## src/rtl/dmem_bus_adapter.sv

```systemverilog
// Data-memory bus adapter: turns one MEM-stage load/store into a single-outstanding
// valid/ready bus transaction, stalling the pipeline until it completes or times out.
module dmem_bus_adapter #(
    parameter int unsigned TIMEOUT_CYCLES = 255
) (
    input  logic        clk,
    input  logic        rst,
    input  logic        mem_read,
    input  logic        mem_write,
    input  logic [31:0] address,
    input  logic [31:0] write_data,
    input  logic [2:0]  funct3,
    output logic [31:0] read_data,
    output logic        stall,
    output logic        access_fault,
    output logic        bus_error,
    output logic        bus_req_valid,
    input  logic        bus_req_ready,
    output logic [31:0] bus_addr,
    output logic        bus_we,
    output logic [3:0]  bus_wstrb,
    output logic [31:0] bus_wdata,
    input  logic        bus_rsp_valid,
    input  logic [31:0] bus_rdata
);

    localparam logic [15:0] TimeoutLast = 16'(TIMEOUT_CYCLES - 1);

    typedef enum logic [1:0] {StIdle, StReq, StRsp, StDone} state_e;

    state_e      state_q, state_d;
    logic [15:0] cnt_q, cnt_d;
    logic [31:0] read_data_q, read_data_d;
    logic [31:0] bus_addr_q, bus_addr_d;
    logic [31:0] bus_wdata_q, bus_wdata_d;
    logic [3:0]  bus_wstrb_q, bus_wstrb_d;
    logic        bus_we_q, bus_we_d;
    logic        req_valid_q, req_valid_d;
    logic        bus_error_q, bus_error_d;
    logic [2:0]  funct3_q, funct3_d;
    logic [1:0]  offset_q, offset_d;

    logic        access;
    logic        illegal;
    logic        misaligned;
    logic        fault;
    logic        legal_access;
    logic        timeout;
    logic [3:0]  strb;
    logic [31:0] wdata_lanes;
    logic [7:0]  rsp_byte;
    logic [15:0] rsp_half;
    logic [31:0] load_ext;

    always_comb begin
        access  = mem_read | mem_write;
        illegal = 1'b0;
        if (mem_read && mem_write) begin
            illegal = 1'b1;
        end else if (mem_read) begin
            illegal = !(funct3 inside {3'b000, 3'b001, 3'b010, 3'b100, 3'b101});
        end else if (mem_write) begin
            illegal = !(funct3 inside {3'b000, 3'b001, 3'b010});
        end
        // funct3[1:0] encodes the size for both signed and unsigned loads
        misaligned   = ((funct3[1:0] == 2'b01) && address[0]) ||
                       ((funct3[1:0] == 2'b10) && (address[1:0] != 2'b00));
        fault        = access && (illegal || misaligned);
        legal_access = access && !fault;
    end

    always_comb begin
        strb        = 4'b1111;
        wdata_lanes = write_data;
        unique case (funct3[1:0])
            2'b00: begin
                strb        = 4'b0001 << address[1:0];
                wdata_lanes = {4{write_data[7:0]}};
            end
            2'b01: begin
                strb        = 4'b0011 << address[1:0];
                wdata_lanes = {2{write_data[15:0]}};
            end
            default: begin
                strb        = 4'b1111;
                wdata_lanes = write_data;
            end
        endcase
    end

    always_comb begin
        rsp_byte = bus_rdata[{offset_q, 3'b000} +: 8];
        rsp_half = offset_q[1] ? bus_rdata[31:16] : bus_rdata[15:0];
        case (funct3_q)
            3'b000:  load_ext = {{24{rsp_byte[7]}}, rsp_byte};
            3'b001:  load_ext = {{16{rsp_half[15]}}, rsp_half};
            3'b100:  load_ext = {24'b0, rsp_byte};
            3'b101:  load_ext = {16'b0, rsp_half};
            default: load_ext = bus_rdata;
        endcase
    end

    assign timeout = (cnt_q == TimeoutLast);

    always_comb begin
        state_d     = state_q;
        cnt_d       = cnt_q;
        read_data_d = read_data_q;
        bus_addr_d  = bus_addr_q;
        bus_wdata_d = bus_wdata_q;
        bus_wstrb_d = bus_wstrb_q;
        bus_we_d    = bus_we_q;
        req_valid_d = req_valid_q;
        bus_error_d = 1'b0;
        funct3_d    = funct3_q;
        offset_d    = offset_q;

        unique case (state_q)
            StIdle: begin
                if (legal_access) begin
                    state_d     = StReq;
                    cnt_d       = 16'd0;
                    bus_addr_d  = {address[31:2], 2'b00};
                    bus_we_d    = mem_write;
                    bus_wstrb_d = mem_write ? strb : 4'b0000;
                    bus_wdata_d = mem_write ? wdata_lanes : 32'd0;
                    req_valid_d = 1'b1;
                    funct3_d    = funct3;
                    offset_d    = address[1:0];
                end else begin
                    read_data_d = 32'd0;
                end
            end
            StReq: begin
                cnt_d = cnt_q + 16'd1;
                if (timeout) begin
                    state_d     = StDone;
                    req_valid_d = 1'b0;
                    bus_error_d = 1'b1;
                    read_data_d = 32'd0;
                end else if (bus_req_ready) begin
                    state_d     = StRsp;
                    req_valid_d = 1'b0;
                end
            end
            StRsp: begin
                cnt_d = cnt_q + 16'd1;
                // A response arriving in the timeout cycle still completes normally
                if (bus_rsp_valid) begin
                    state_d     = StDone;
                    read_data_d = bus_we_q ? 32'd0 : load_ext;
                end else if (timeout) begin
                    state_d     = StDone;
                    bus_error_d = 1'b1;
                    read_data_d = 32'd0;
                end
            end
            StDone: begin
                state_d = StIdle;
            end
            default: begin
                state_d = StIdle;
            end
        endcase
    end

    always_ff @(posedge clk) begin
        if (rst) begin
            state_q     <= StIdle;
            cnt_q       <= 16'd0;
            read_data_q <= 32'd0;
            bus_addr_q  <= 32'd0;
            bus_wdata_q <= 32'd0;
            bus_wstrb_q <= 4'b0000;
            bus_we_q    <= 1'b0;
            req_valid_q <= 1'b0;
            bus_error_q <= 1'b0;
            funct3_q    <= 3'b000;
            offset_q    <= 2'b00;
        end else begin
            state_q     <= state_d;
            cnt_q       <= cnt_d;
            read_data_q <= read_data_d;
            bus_addr_q  <= bus_addr_d;
            bus_wdata_q <= bus_wdata_d;
            bus_wstrb_q <= bus_wstrb_d;
            bus_we_q    <= bus_we_d;
            req_valid_q <= req_valid_d;
            bus_error_q <= bus_error_d;
            funct3_q    <= funct3_d;
            offset_q    <= offset_d;
        end
    end

    assign access_fault  = !rst && (state_q == StIdle) && fault;
    assign stall         = !rst && (((state_q == StIdle) && legal_access) ||
                                    (state_q == StReq) || (state_q == StRsp));
    assign read_data     = ((state_q == StIdle) && fault) ? 32'd0 : read_data_q;
    assign bus_error     = bus_error_q;
    assign bus_req_valid = req_valid_q;
    assign bus_addr      = bus_addr_q;
    assign bus_we        = bus_we_q;
    assign bus_wstrb     = bus_wstrb_q;
    assign bus_wdata     = bus_wdata_q;

endmodule

```

## config.mk

```make
export PLATFORM = sky130hd
export DESIGN_NAME = dmem_bus_adapter
export DESIGN_NICKNAME = d
export VERILOG_FILES = /design/src/rtl/dmem_bus_adapter.sv
export SDC_FILE = /design/constraint.sdc
export NUM_CORES = 1
export LEC_CHECK = 0
export ABC_CLOCK_PERIOD_IN_PS = 2400
export BUFFER_PORTS_ARGS = -buffer_cell sky130_fd_sc_hd__buf_2
export CELL_PAD_IN_SITES_DETAIL_PLACEMENT = 1
export CELL_PAD_IN_SITES_GLOBAL_PLACEMENT = 2
export CORE_ASPECT_RATIO = 2
export CORE_MARGIN = 2
export CORE_UTILIZATION = 26
export CTS_BUF_LIST = sky130_fd_sc_hd__clkbuf_8
export DETAILED_ROUTE_END_ITERATION = 6
export HOLD_SLACK_MARGIN = 0.15
export PLACE_DENSITY = 0.84
export RECOVER_POWER = 100
export SLEW_MARGIN = 20
export SYNTH_ARGS = -nofsm -noshare
export SYNTH_HDL_FRONTEND = slang
export SYNTH_SLANG_ARGS = --single-unit
```

## constraint.sdc

```tcl
create_clock -name clk -period 2.4 [get_ports clk]
set_clock_uncertainty 0.1 [all_clocks]
set_input_delay 0.48 -clock clk [delete_from_list [all_inputs] [get_ports clk]]
set_output_delay 0.48 -clock clk [all_outputs]
set_load 0.02 [all_outputs]
```

Word level (Yosys, flattened, before mapping)
Index checks and enable logic that the tools add are counted.
{"block": "totals", "regBits": 124, "out_inout_bits": 105}
{"block": "op_classes", "add_sub_neg": 1, "n_eq_ne": 17, "n_shift": 3, "mux": 30, "bitwise_logic": 1, "n_reduce_logical": 34}
{"operator": "2-to-1 mux 32 bit", "count": 6}
{"operator": "case mux 32 bit (4 select lines)", "count": 1}
{"operator": "case mux 32 bit (3 select lines)", "count": 1}
{"operator": "case mux 32 bit (2 select lines)", "count": 1}
{"operator": "2-to-1 mux 16 bit", "count": 2}
{"operator": "case mux 16 bit (2 select lines)", "count": 1}
{"operator": "variable part select 32 x 6 -> 8 bit", "count": 1}
{"operator": "adder 16 x 1 -> 16 bit (second input constant)", "count": 1}
{"operator": "equality test 16 x 8 -> 1 bit (second input constant)", "count": 1}
{"operator": "equality test 3 bit (second input constant)", "count": 4}
{"operator": "logical AND 1 bit", "count": 10}
{"operator": "2-to-1 mux 2 bit", "count": 5}
{"operator": "2-to-1 mux 1 bit", "count": 8}
{"operator": "case mux 2 bit (4 select lines)", "count": 1}
{"operator": "case mux 4 bit (2 select lines)", "count": 1}
{"operator": "equality test 2 bit (second input constant)", "count": 3}
{"operator": "equality test 3 x 1 -> 1 bit (second input constant)", "count": 2}
{"operator": "logical NOT 3 bit", "count": 2}
{"operator": "inequality test 3 bit (second input constant)", "count": 2}
{"operator": "AND reduction 2 bit", "count": 3}
{"operator": "AND reduction 3 bit", "count": 2}
{"operator": "nonzero test 2 bit", "count": 3}
{"operator": "nonzero test 3 bit", "count": 2}
{"operator": "nonzero test 5 bit", "count": 1}
{"operator": "12 further kinds", "count": 22}

Longest topological paths before layout
Gate-level depths: netlist of the first run.
{"block": "logic_depth", "depth_word": 14, "ltp_mapped": 11}

Worst setup path after synthesis of the first run
Ideal clock, no wire load.
{"block": "synth_timing", "kind": "input to output", "start": "input mem_read", "end": "output stall", "t_arrival_ps": 1720, "required_ps": 1820, "path_slack_ps": 100, "stages": 4, "n_path_buf": 1, "cell_sequence": "a2111oi_4 > o2111ai_1 > clkbuf_1 > a21oi_1"}
{"block": "synth_via", "elab_chain_cells": 10, "elab_cells_between_ends": 12, "cone_classes": "2 x mux; 1 x bitwise; 9 x reduce/logical"}
{"item": "from (decl)", "line": "8", "source": "input logic mem_read,"}
{"item": "2-to-1 mux 1 bit / logical AND 1 bit (equally long branches)", "line": "60, 58"}
{"item": "2-to-1 mux 1 bit", "line": "58", "source": "if (mem_read && mem_write) begin"}
{"item": "logical OR 1 bit", "line": "68", "source": "fault = access && (illegal || misaligned);"}
{"item": "logical AND 1 bit", "line": "68"}
{"item": "logical NOT 1 bit", "line": "69", "source": "legal_access = access && !fault;"}
{"item": "logical AND 1 bit *", "line": "69"}
{"item": "logical AND 1 bit *", "line": "196", "source": "assign stall = !rst && (((state_q == StIdle) && legal_access) ||"}
{"item": "logical OR 1 bit *", "line": "196"}
{"item": "logical OR 1 bit *", "line": "197", "source": "(state_q == StReq) || (state_q == StRsp));"}
{"item": "logical AND 1 bit *", "line": "196"}
{"item": "to (decl)", "line": "14", "source": "output logic stall,"}
Mark *: on every way between the ends. The rest lies on a longest branch, timed or not.

Final worst setup path of the first run
{"block": "layout_timing", "start": "input mem_read", "end": "output read_data[11]"}
{"block": "layout_via", "elab_chain_cells": 6, "elab_cells_between_ends": 8, "cone_classes": "3 x mux; 1 x bitwise; 4 x reduce/logical"}
{"item": "2-to-1 mux 1 bit / logical AND 1 bit (equally long branches)", "line": "60, 58"}
{"item": "2-to-1 mux 1 bit", "line": "58"}
{"item": "logical OR 1 bit", "line": "68"}
{"item": "logical AND 1 bit *", "line": "68"}
{"item": "logical AND 1 bit *", "line": "198", "source": "assign read_data = ((state_q == StIdle) && fault) ? 32'd0 : read_data_q;"}
{"item": "2-to-1 mux 32 bit *", "line": "198"}
{"item": "to (decl)", "line": "13", "source": "output logic [31:0] read_data,"}
Marked as above.

==> results of run 1 <==
## per-layer routing
metal / GRT usage [%] / routed length, um
met1: 18.8 / 8000
met2: 35.2 / 12500
met3: 4.41 / 964
met4: 12.2 / 1360
met5: 0 / 0
## sequential cells by signal, summed over array words and instances, names as in the netlist
| signal | cells |
|---|---|
| state_q | 2 |
| offset_q | 2 |
| bus_wdata | 32 |
| bus_wstrb | 4 |
| funct3_q | 3 |
| bus_addr | 30 |
| bus_error | 1 |
| read_data_q | 32 |
| cnt_q | 16 |
| bus_req_valid | 1 |
| bus_we | 1 |
## cell families (layout without fill, tap and decap cells)
| group | after synthesis | in the layout |
|---|---|---|
| buffers and inverters | 69 | 343 |
| AO/OA/AOI/OAI | 202 | 202 |
| adder cells (fa/ha/maj) | 5 | 5 |
| multiplexers | 36 | 36 |
| flip-flops | 124 | 124 |
| XOR/XNOR | 11 | 11 |
| AND/OR/NAND/NOR | 235 | 235 |
| other | 1 | 5 |
## final cells by class
cell class	count	area share (%)
Timing Repair Buffer	294	23.8
Multi-Input combinational cell	491	37.4
Tap cell	276	4.04
Clock inverter	14	1.98
Sequential cell	124	29.1
Clock buffer	17	2.74
Inverter	18	0.820
Antenna cell	3	0.0878
## cells in the mapped netlist, drive strengths merged, types with 4 or more instances
master   number  area share [%]
xor2          5            0.75
or3           4            0.43
a21o          8             1.0
nand3         5            0.43
nor2b        14             1.5
nor3          5            0.60
o21ai        42             3.6
clkbuf       35             2.2
a2111oi      11             2.2
nand3b        4            0.51
dfxtp       124              42
a22o          9             1.3
ha            5             1.1
o2111ai       4            0.60
a221oi        7             1.0
xnor2         6            0.90
inv          18             1.2
a21oi        71             6.1
o22a          7             1.0
nand2       115             7.4
buf          16             1.8
nor2         40             2.6
mux2i        33             5.7
o2bb2ai      25             4.8
and2         33             3.5
## where the power goes
group	internal (mW)	switching, mW	total [mW]	leakage [nW]
clock network	1.02	0.919	1.94	0.202
registers	2.20	0.0972	2.30	1.01
logic	0.921	1.33	2.25	2.34
total	4.15	2.34	6.49	3.55
## worst paths after layout
check / startpoint / to / slack [ns]
worst max-delay path: mem_read / read_data[11] / -0.10
worst min-delay path: write_data[5] / bus_wdata[5]$_SDFFE_PP0P_ / 0.19
worst max register to register: state_q[1]$_SDFFE_PP0P_ / read_data_q[4]$_SDFFE_PP0P_ / 0.09
worst min register to register: bus_wstrb[2]$_SDFFE_PP0P_ / bus_wstrb[2]$_SDFFE_PP0P_ / 0.35
## worst max-delay path, delay by kind of cell
kind / cells / cell delay [ns]
AOI/OAI and AO/OA: 2 / 0.64
buffers and inverters: 3 / 0.43
and+or+nand+nor: 2 / 0.36
## timing repair
action,4_1_cts,5_1_grt
hold buffers,31,0
buffers inserted,7,1
gates cloned,3,1
gates resized for setup,68,51
pin swaps,6,16
endpoints found under the setup margin,34,35
hold endpoints to repair,31,0
## stage by stage
step | setup TNS [ns] | setup WS, ns | power (mW) | hold WS, ns
floorplan | 0 | 0.100 | 3.37 | 0.318
global placement | 0 | 0.0787 | 4.16 | 0.330
CTS | -2.79 | -0.108 | 6.52 | 0.152
finish | -2.05 | -0.102 | 6.49 | 0.194
detailed placement | -0.0116 | -0.0116 | 4.20 | 0.335
global route | -5.49 | -0.195 | 6.84 | 0.170
## placed cells by master, fill, tap and decap left out, types with 4 or more instances in the layout
| cell | instances |
|---|---|
| inv_1 | 15 |
| buf_12 | 5 |
| nand3_1 | 5 |
| dlygate4sd3_1 | 31 |
| clkbuf_1 | 69 |
| a22o_1 | 9 |
| a2111oi_0 | 6 |
| nand2_1 | 114 |
| a221oi_1 | 7 |
| nand3b_1 | 4 |
| mux2i_1 | 33 |
| buf_6 | 34 |
| o2bb2ai_1 | 15 |
| clkinv_2 | 4 |
| nor2b_1 | 14 |
| dfxtp_1 | 122 |
| a21o_1 | 8 |
| buf_2 | 103 |
| o2bb2ai_2 | 10 |
| nor2_1 | 38 |
| xnor2_1 | 6 |
| ha_1 | 4 |
| a21oi_1 | 70 |
| o21ai_0 | 41 |
| o22a_1 | 7 |
| xor2_1 | 5 |
| and2_4 | 32 |
| or3_1 | 4 |
| buf_4 | 46 |
| clkbuf_8 | 17 |
==> flow_summary.ini, run 1 <==
[status]
status = finished with violations
violations = negative setup slack

[sta]
fin_crit_ns = 2.50
period_share_pct = 104
worst_slack_ns = -0.102
worst_slew_margin_rel_pct = 60.3
hold_viol_final = 0
max_freq_mhz = 400
worstMarginPinSlew_ns = 0.594
setup_viol = 34
finalMaxSlewViolations = 0
rsz0062_at_grt = true

[synth]
synth.area.mux_share_pct = 6.23
yosysWarnings = 0
synthArstFlopShare_pct = 0
avgSynthCellArea_um2 = 8.55
synth_edf_count = 0
synth_fa_ha_area_share_pct = 1.07
netlist_area_um2 = 5840
synth_ff_type = dfxtp_1
ys_seq_elements = 124
synth_cells = 683
ys_seq_area_share_pct = 42.5
synth-simple-area-share_pct = 19.0
synth_cell_type_count = 57
synth_top_family_by_area = compound AO/OA/AOI/OAI gates
synth-compound-area-share_pct = 24.4
synth-xor-area-share_pct = 1.65

[die]
core_um2 = 22100
placementRows = 77
die_h_um = 216
die_area_um2 = 23800
die_w_um = 110
io-pin-count = 210
start_util_pct = 26.5

[worst_setup_path]
r2r_cells = 9
end_kind = primary output
arrival_ns = 1.92
start_kind = input port
critical_path_class = in2out
cpPeakStageDelay_ns = 0.36
worst-path-max-fanout = 8
worst_path_max_delay_cell = a2111oi_4
worstPathCellList = buf_2 > a2111oi_4 > o211ai_1 > nand2_8 > clkbuf_16 > and2_4 > buf_6
critPathRequiredTime_ns = 1.82

[drt]
ant_nets = 0
vias_per_cell = 5.02
vias = 6204
dr.first_iter.drc_count = 293
totalWireLength_um = 22900
dr.pass1.iters = 4
routedWlPerCell_um = 18.5
drc = 0

[grt]
track_usage_pct = 19.3
grt_pass1_wl_um = 34900
grt_max_degree = 36
grt.overflow.total = 0
grt_antenna_before_repair = 2
grt_pass1_vias = 6432

[hold_path]
holdPathStages = 2
min_path_type = in2reg

[power_and_ir_drop]
vdd_drop_max_mv = 0.447
cellPowerDensity_nw_per_um2 = 760
p_leak_nw = 3.55

[layout]
seq_area_um2 = 2490
layout.nets = 1056
multi_input_area_um2 = 3200
fill_cells = 2670
final_cells = 1237
finish.utilization_pct = 38.7
drive_gt1_share_pct = 30.4
area_delta_synth_final_pct = 46.3
final_area_um2 = 8550

[clock_tree]
clk_latency_ns = 0.46
cts_buffers = 17
htree_levels = 4
cts_tree = built
cts_root_buf = clkbuf_8
cts.clk_slew.worst_paths_ns = 0.08
cts.path.max_buffers = 2
cts.sinks = 124

[placed_design]
hpwl_um = 16100
place_congestion = 0.826
placed_cells = 1160
io_buffer_count = 207
placed_area_um2 = 7420

[job]
maxCapViolCount = 0
Power figures use the tool's default switching activity.
==> inputs of run 2 (changes only) <==
--- a/config.mk
+++ b/config.mk
@@ -17,6 +17,7 @@
 export HOLD_SLACK_MARGIN = 0.15
 export PLACE_DENSITY = 0.84
 export RECOVER_POWER = 100
+export SKIP_LAST_GASP = 1
 export SLEW_MARGIN = 20
 export SYNTH_ARGS = -nofsm -noshare
 export SYNTH_HDL_FRONTEND = slang
==> run 2 against run 1 <==
Against the previous run: critical path type unchanged; clock-buffer cell count is the same; setup slack lost 0.00084 ns; global-route usage is the same; combinational power is essentially flat; total power is essentially flat; highest routed layer unchanged; clock power is essentially flat; via count shrank 0.98%; utilization shrank 0.057 points; the flow still finishes with violations (negative setup slack); critical path depth is the same.
==> flow_summary.ini, run 2 (same netlist as run 1, synthesis figures left out) <==
[status]
status = finished with violations
violations = negative setup slack

[layout]
multi_input_area_um2 = 3190
drive_gt1_share_pct = 29.9
layout.nets = 1056
final_common_cell = dfxtp_1
area_delta_synth_final_pct = 46.1
layout_common_cells = dfxtp_1 (122), nand2_1 (114), buf_2 (103)
seq_area_um2 = 2490
fill_cells = 2665
finish.utilization_pct = 38.7

[clock_tree]
cts_root_buf = clkbuf_8
cts.clk_slew.worst_paths_ns = 0.08
clk_latency_ns = 0.46
cts_buffers = 17
cts.path.max_buffers = 2
cts_tree = built
htree_levels = 4
cts.sinks = 124

[placed_design]
place_congestion = 0.826
io_buffer_count = 207
pre_cts_slack_ns = -0.0116
hpwl_um = 16100

[sta]
worst_slack_ns = -0.103
hold_ws_ns = 0.194
fin_crit_ns = 2.50
setup_viol = 34
setup_tns_ns = -2.15
rsz0062_at_grt = true
max_freq_mhz = 400
period_share_pct = 104
finalMaxSlewViolations = 0
worst_slew_margin_rel_pct = 60.2
worstMarginPinSlew_ns = 0.596
hold_viol_final = 0

[drt]
totalWireLength_um = 22700
dr.first_iter.drc_count = 254
drc = 0
routedWlPerCell_um = 18.4
vias_per_cell = 4.97
dr.pass1.iters = 4
ant_nets = 0
vias = 6143

[worst_setup_path]
start_kind = input port
worst_path_max_delay_cell = a2111oi_4
end_kind = primary output
critPathRequiredTime_ns = 1.82
cpPeakStageDelay_ns = 0.36
reg2reg_slack_ns = 0.09
critical_path_class = in2out
worstPathCellList = buf_2 > a2111oi_4 > o211ai_1 > nand2_8 > clkbuf_16 > and2_4 > buf_6
arrival_ns = 1.92
worst-path-max-fanout = 8

[grt]
grt_pass1_wl_um = 34900
track_usage_pct = 19.3
grt_pass1_vias = 6428
grt_antenna_before_repair = 2
grt_max_degree = 36
grt.overflow.total = 0

[die]
die_w_um = 110
io-pin-count = 210
die_h_um = 216
placementRows = 77
core_um2 = 22100
start_util_pct = 26.5
die_area_um2 = 23800

[power_and_ir_drop]
cellPowerDensity_nw_per_um2 = 761
pwr-share-clk_pct = 29.9
p_leak_nw = 3.54
finalPower_mw = 6.49
power_frac_seq_pct = 35.5
p_sw_share_pct = 36.1
vdd_drop_max_mv = 0.445
p_int_mw = 4.15
switchingPower_mw = 2.34
comb_power_share_pct = 34.6

[hold_path]
min_path_type = in2reg

[job]
maxCapViolCount = 0
[run 2: repair_timing]
action                                  4_1_cts  5_1_grt
endpoints found under the hold margin        31        0
endpoints found under the setup margin       34       35
setup buffers                                 7        1
pin swaps                                     6       15
gates cloned                                  3        1
resized for setup                            63       51
hold buffers                                 31        0
[run 2: per-stage QoR]
| step | instance area, um2 | std cells |
|---|---|---|
| floorplan | 5850 | 684 |
| global placement | 7420 | 1160 |
| detailed placement | 7420 | 1160 |
| CTS | 8450 | 1232 |
| global route | 8530 | 1236 |
| finish | 8530 | 1237 |
[run 2: path summary, 6_finish.rpt]
| check | startpoint | depth (start not counted) | to |
|---|---|---|---|
| worst max-delay path | mem_read | 7 | read_data[21] |
| worst min-delay path | write_data[16] | 3 | bus_wdata[16]$_SDFFE_PP0P_ |
| worst max register to register | state_q[1]$_SDFFE_PP0P_ | 9 | read_data_q[4]$_SDFFE_PP0P_ |
| worst min register to register | bus_wstrb[2]$_SDFFE_PP0P_ | 2 | bus_wstrb[2]$_SDFFE_PP0P_ |
[run 2: worst max-delay path, delay by kind of cell]
kind | cells | cell delay (ns)
AO/OA/AOI/OAI | 2 | 0.64
buffers and inverters | 3 | 0.43
AND/OR/NAND/NOR | 2 | 0.36
[run 2: final cells by class]
cell class / instances / share of cell area, %
multi-input cells: 491 / 37.4
clock buffers: 17 / 2.74
clock inverters: 14 / 1.98
repair buffers: 294 / 23.8
inverters: 18 / 0.821
flip-flops and latches: 124 / 29.1
diodes: 3 / 0.0880
well taps: 276 / 4.05
[run 2: power groups by stage]
stage	Sequential, mW	Combinational, mW	Clock, mW
floorplan	2.45	0.917	0
global placement	2.33	1.83	0
detailed placement	2.34	1.86	0
CTS	2.30	2.21	2.00
global route	2.32	2.43	2.08
finish	2.30	2.25	1.94
[run 2: per-layer routing]
layer	vias to the layer above	share of wire [%]	wire [um]	global-route usage (%)
met3	67	4.0	907	4.41
li1	2926	-	-	-
met1	2945	35	8050	18.8
met2	205	55	12400	35.3
met4	0	5.9	1340	12.0
met5	-	0	0	0
==> inputs of run 3 (changes only) <==
==> config.mk (replaced) <==
export PLATFORM = sky130hd
export DESIGN_NAME = dmem_bus_adapter
export DESIGN_NICKNAME = d
export VERILOG_FILES = /design/src/rtl/dmem_bus_adapter.sv
export SDC_FILE = /design/constraint.sdc
export NUM_CORES = 1
export LEC_CHECK = 0
export ABC_AREA = 1
export ABC_CLOCK_PERIOD_IN_PS = 2400
export BUFFER_PORTS_ARGS = -buffer_cell sky130_fd_sc_hd__buf_2
export CELL_PAD_IN_SITES_DETAIL_PLACEMENT = 1
export CELL_PAD_IN_SITES_GLOBAL_PLACEMENT = 2
export CORE_ASPECT_RATIO = 2
export CORE_MARGIN = 2
export CORE_UTILIZATION = 25
export CTS_BUF_LIST = sky130_fd_sc_hd__clkbuf_8
export DETAILED_ROUTE_END_ITERATION = 6
export HOLD_SLACK_MARGIN = 0.15
export PLACE_DENSITY = 0.85
export RECOVER_POWER = 100
export SKIP_LAST_GASP = 1
export SLEW_MARGIN = 5
export SYNTH_ARGS = -nofsm -noshare
export SYNTH_HDL_FRONTEND = slang
export SYNTH_SLANG_ARGS = --single-unit
==> run 3 against run 2 <==
Against the previous run: the run still ends with negative setup slack left; non-clock buffer count down 10; sequential cell count unchanged; routed wire length rose by 25%; utilization is 3.2 points lower; critical endpoint is now read_data[2].
==> flow_summary.ini, run 3 <==
[status]
status = finished with violations
violations = negative setup slack

[clock_tree]
cts_root_buf = clkbuf_8
cts.sinks = 124
cts_tree = built
cts.path.max_buffers = 2
clk_latency_ns = 0.47
cts_buffers = 17
htree_levels = 4
cts.clk_slew.worst_paths_ns = 0.08

[drt]
dr.first_iter.drc_count = 348
dr.pass1.iters = 4
routedWlPerCell_um = 17.5
vias_per_cell = 4.82
totalWireLength_um = 28500
vias = 7850
ant_nets = 0
drc = 0

[synth]
synthDominantCellAreaShare_pct = 37.1
synthArstFlopShare_pct = 0
synth_edf_count = 0
ys_top_cells_by_count = nand2_1 (223), nand3_1 (144), dfxtp_1 (124)
synth.area.top_cells = dfxtp_1 (37%), nand2_1 (13%), nand3_1 (11%)
synth_most_common_cell = nand2_1
yosysWarnings = 0
synth_cell_type_count = 34
yosysTopAreaCell = dfxtp_1
netlist_area_um2 = 6700
ys_seq_area_share_pct = 37.1
ys_seq_elements = 124
synth_ff_type = dfxtp_1
avgSynthCellArea_um2 = 6.49
synth_cells = 1032

[placed_design]
io_buffer_count = 207
hpwl_um = 20300
placed_cells = 1548
place_congestion = 0.833

[power_and_ir_drop]
finalPower_mw = 7.34
p_leak_nw = 3.79
cellPowerDensity_nw_per_um2 = 787
vdd_drop_max_mv = 0.410

[worst_setup_path]
worstPathCellList = inv_2 > ha_4 > inv_4 > a21oi_4 > nand2_2 > clkinv_4 > clkbuf_16 > nor2_4 > buf_6
worst-path-max-fanout = 8
critPathRequiredTime_ns = 1.82
start_kind = flop
cpPeakStageDelay_ns = 0.35
critical_path_class = reg2out
worst_path_max_delay_cell = dfxtp_2
arrival_ns = 1.84
end_kind = primary output

[sta]
setup_viol = 12
period_share_pct = 101
hold_ws_ns = 0.197
hold_viol_final = 0
fin_crit_ns = 2.42
rsz0062_at_grt = true
setup_tns_ns = -0.103
finalMaxSlewViolations = 0
worst_slew_margin_rel_pct = 55.5
max_freq_mhz = 413
worst_slack_ns = -0.0218
worstMarginPinSlew_ns = 0.667

[die]
die_area_um2 = 28200
start_util_pct = 25.5
core_um2 = 26300
placementRows = 84
die_h_um = 235
io-pin-count = 210
die_w_um = 120

[grt]
grt_max_degree = 50
grt.overflow.total = 0
grt_pass1_vias = 8060
track_usage_pct = 20.0
grt_pass1_wl_um = 43500
grt_antenna_before_repair = 2

[layout]
drive_gt1_share_pct = 20.5
layout.nets = 1380
area_delta_synth_final_pct = 39.3
finish.utilization_pct = 35.5
final_cells = 1628
layout_common_cells = nand2_1 (222), nand3_1 (144), dfxtp_1 (122)
final_common_cell = nand2_1

[job]
maxCapViolCount = 0

[hold_path]
min_path_type = in2reg
==> run 3: cell types whose count changed after synthesis, sizes merged, moves of 14 or more <==
cell | before | now
nand2 | 115 | 227
a21oi | 71 | 120
and2 | 33 | 0
buf | 16 | 32
o2bb2ai | 25 | 0
o21ai | 42 | 71
mux2i | 33 | 0
nand3 | 5 | 146
nor2b | 14 | 0
nor2 | 40 | 86
inv | 18 | 116
==> run 3: worst paths after layout <==
kind | start | endpoint | slack (ns) | cells after the start
worst max-delay path | state_q[0]$_SDFFE_PP0P_ | read_data[2] | -0.02 | 9
worst max register to register | state_q[0]$_SDFFE_PP0P_ | bus_addr[19]$_SDFFE_PP0P_ | 0.06 | 11
worst min register to register | bus_addr[27]$_SDFFE_PP0P_ | bus_addr[27]$_SDFFE_PP0P_ | 0.37 | 2
worst min-delay path | write_data[17] | bus_wdata[17]$_SDFFE_PP0P_ | 0.20 | 3
==> run 3: metal layers <==
metal	global-route usage, %	vias up	routed length, um
li1	-	3880	-
met4	12.2	0	1420
met1	19.7	3730	10300
met5	0	-	0
met3	3.83	56	1030
met2	37.5	184	15700
==> run 3: timing repair <==
action	in CTS	in global routing
hold endpoints to repair	35	0
setup endpoints to repair	34	34
hold buffers	35	0
pin swaps	4	4
buffers inserted	7	2
gates resized for setup	31	94
cloned	2	1
==> run 3: worst max-delay path: cells and delay by family (launching register included) <==
family	cells	cell delay, ns
buf+inv	5	0.61
flops	1	0.35
simple gates	2	0.20
fa+ha+maj	1	0.16
compound gates	1	0.04
==> run 3: where the power goes <==
group / internal [mW] / total [mW] / switching [mW] / leakage (nW)
Sequential: 2.24 / 2.36 / 0.118 / 1.01
Combinational: 0.948 / 2.97 / 2.03 / 2.58
Clock: 1.10 / 2.01 / 0.915 / 0.208
==> run 3: final cells by class <==
type | instances | area [um2]
Antenna cell | 2 | 5.00
Clock inverter | 11 | 144
Sequential cell | 124 | 2480
Timing Repair Buffer | 284 | 1860
Inverter | 116 | 443
Clock buffer | 20 | 275
Fill cell | 3394 | 16900
Multi-Input combinational cell | 727 | 3680
Tap cell | 344 | 430
==> run 3: logic make-up (layout without fill, tap and decap cells) <==
logic type | Yosys count | after routing | share of synthesized area, %
AND/OR/NAND/NOR | 495 | 495 | 32.2
XOR/XNOR | 2 | 2 | 0.262
other | 1 | 4 | 0.0560
flip-flops | 124 | 124 | 37.1
buffers and inverters | 182 | 431 | 11.2
adder cells (fa/ha/maj) | 5 | 5 | 0.934
AO/OA/AOI/OAI | 223 | 223 | 18.3
==> run 3: per-stage QoR <==
| step | setup slack [ns] | instance area (um2) |
|---|---|---|
| after global routing | -0.106 | 9330 |
| after global placement | 0.120 | 8120 |
| after detailed placement | 0.132 | 8120 |
| final | -0.0218 | 9330 |
| after floorplan | 0.162 | 6700 |
| after CTS | -0.00977 | 9080 |
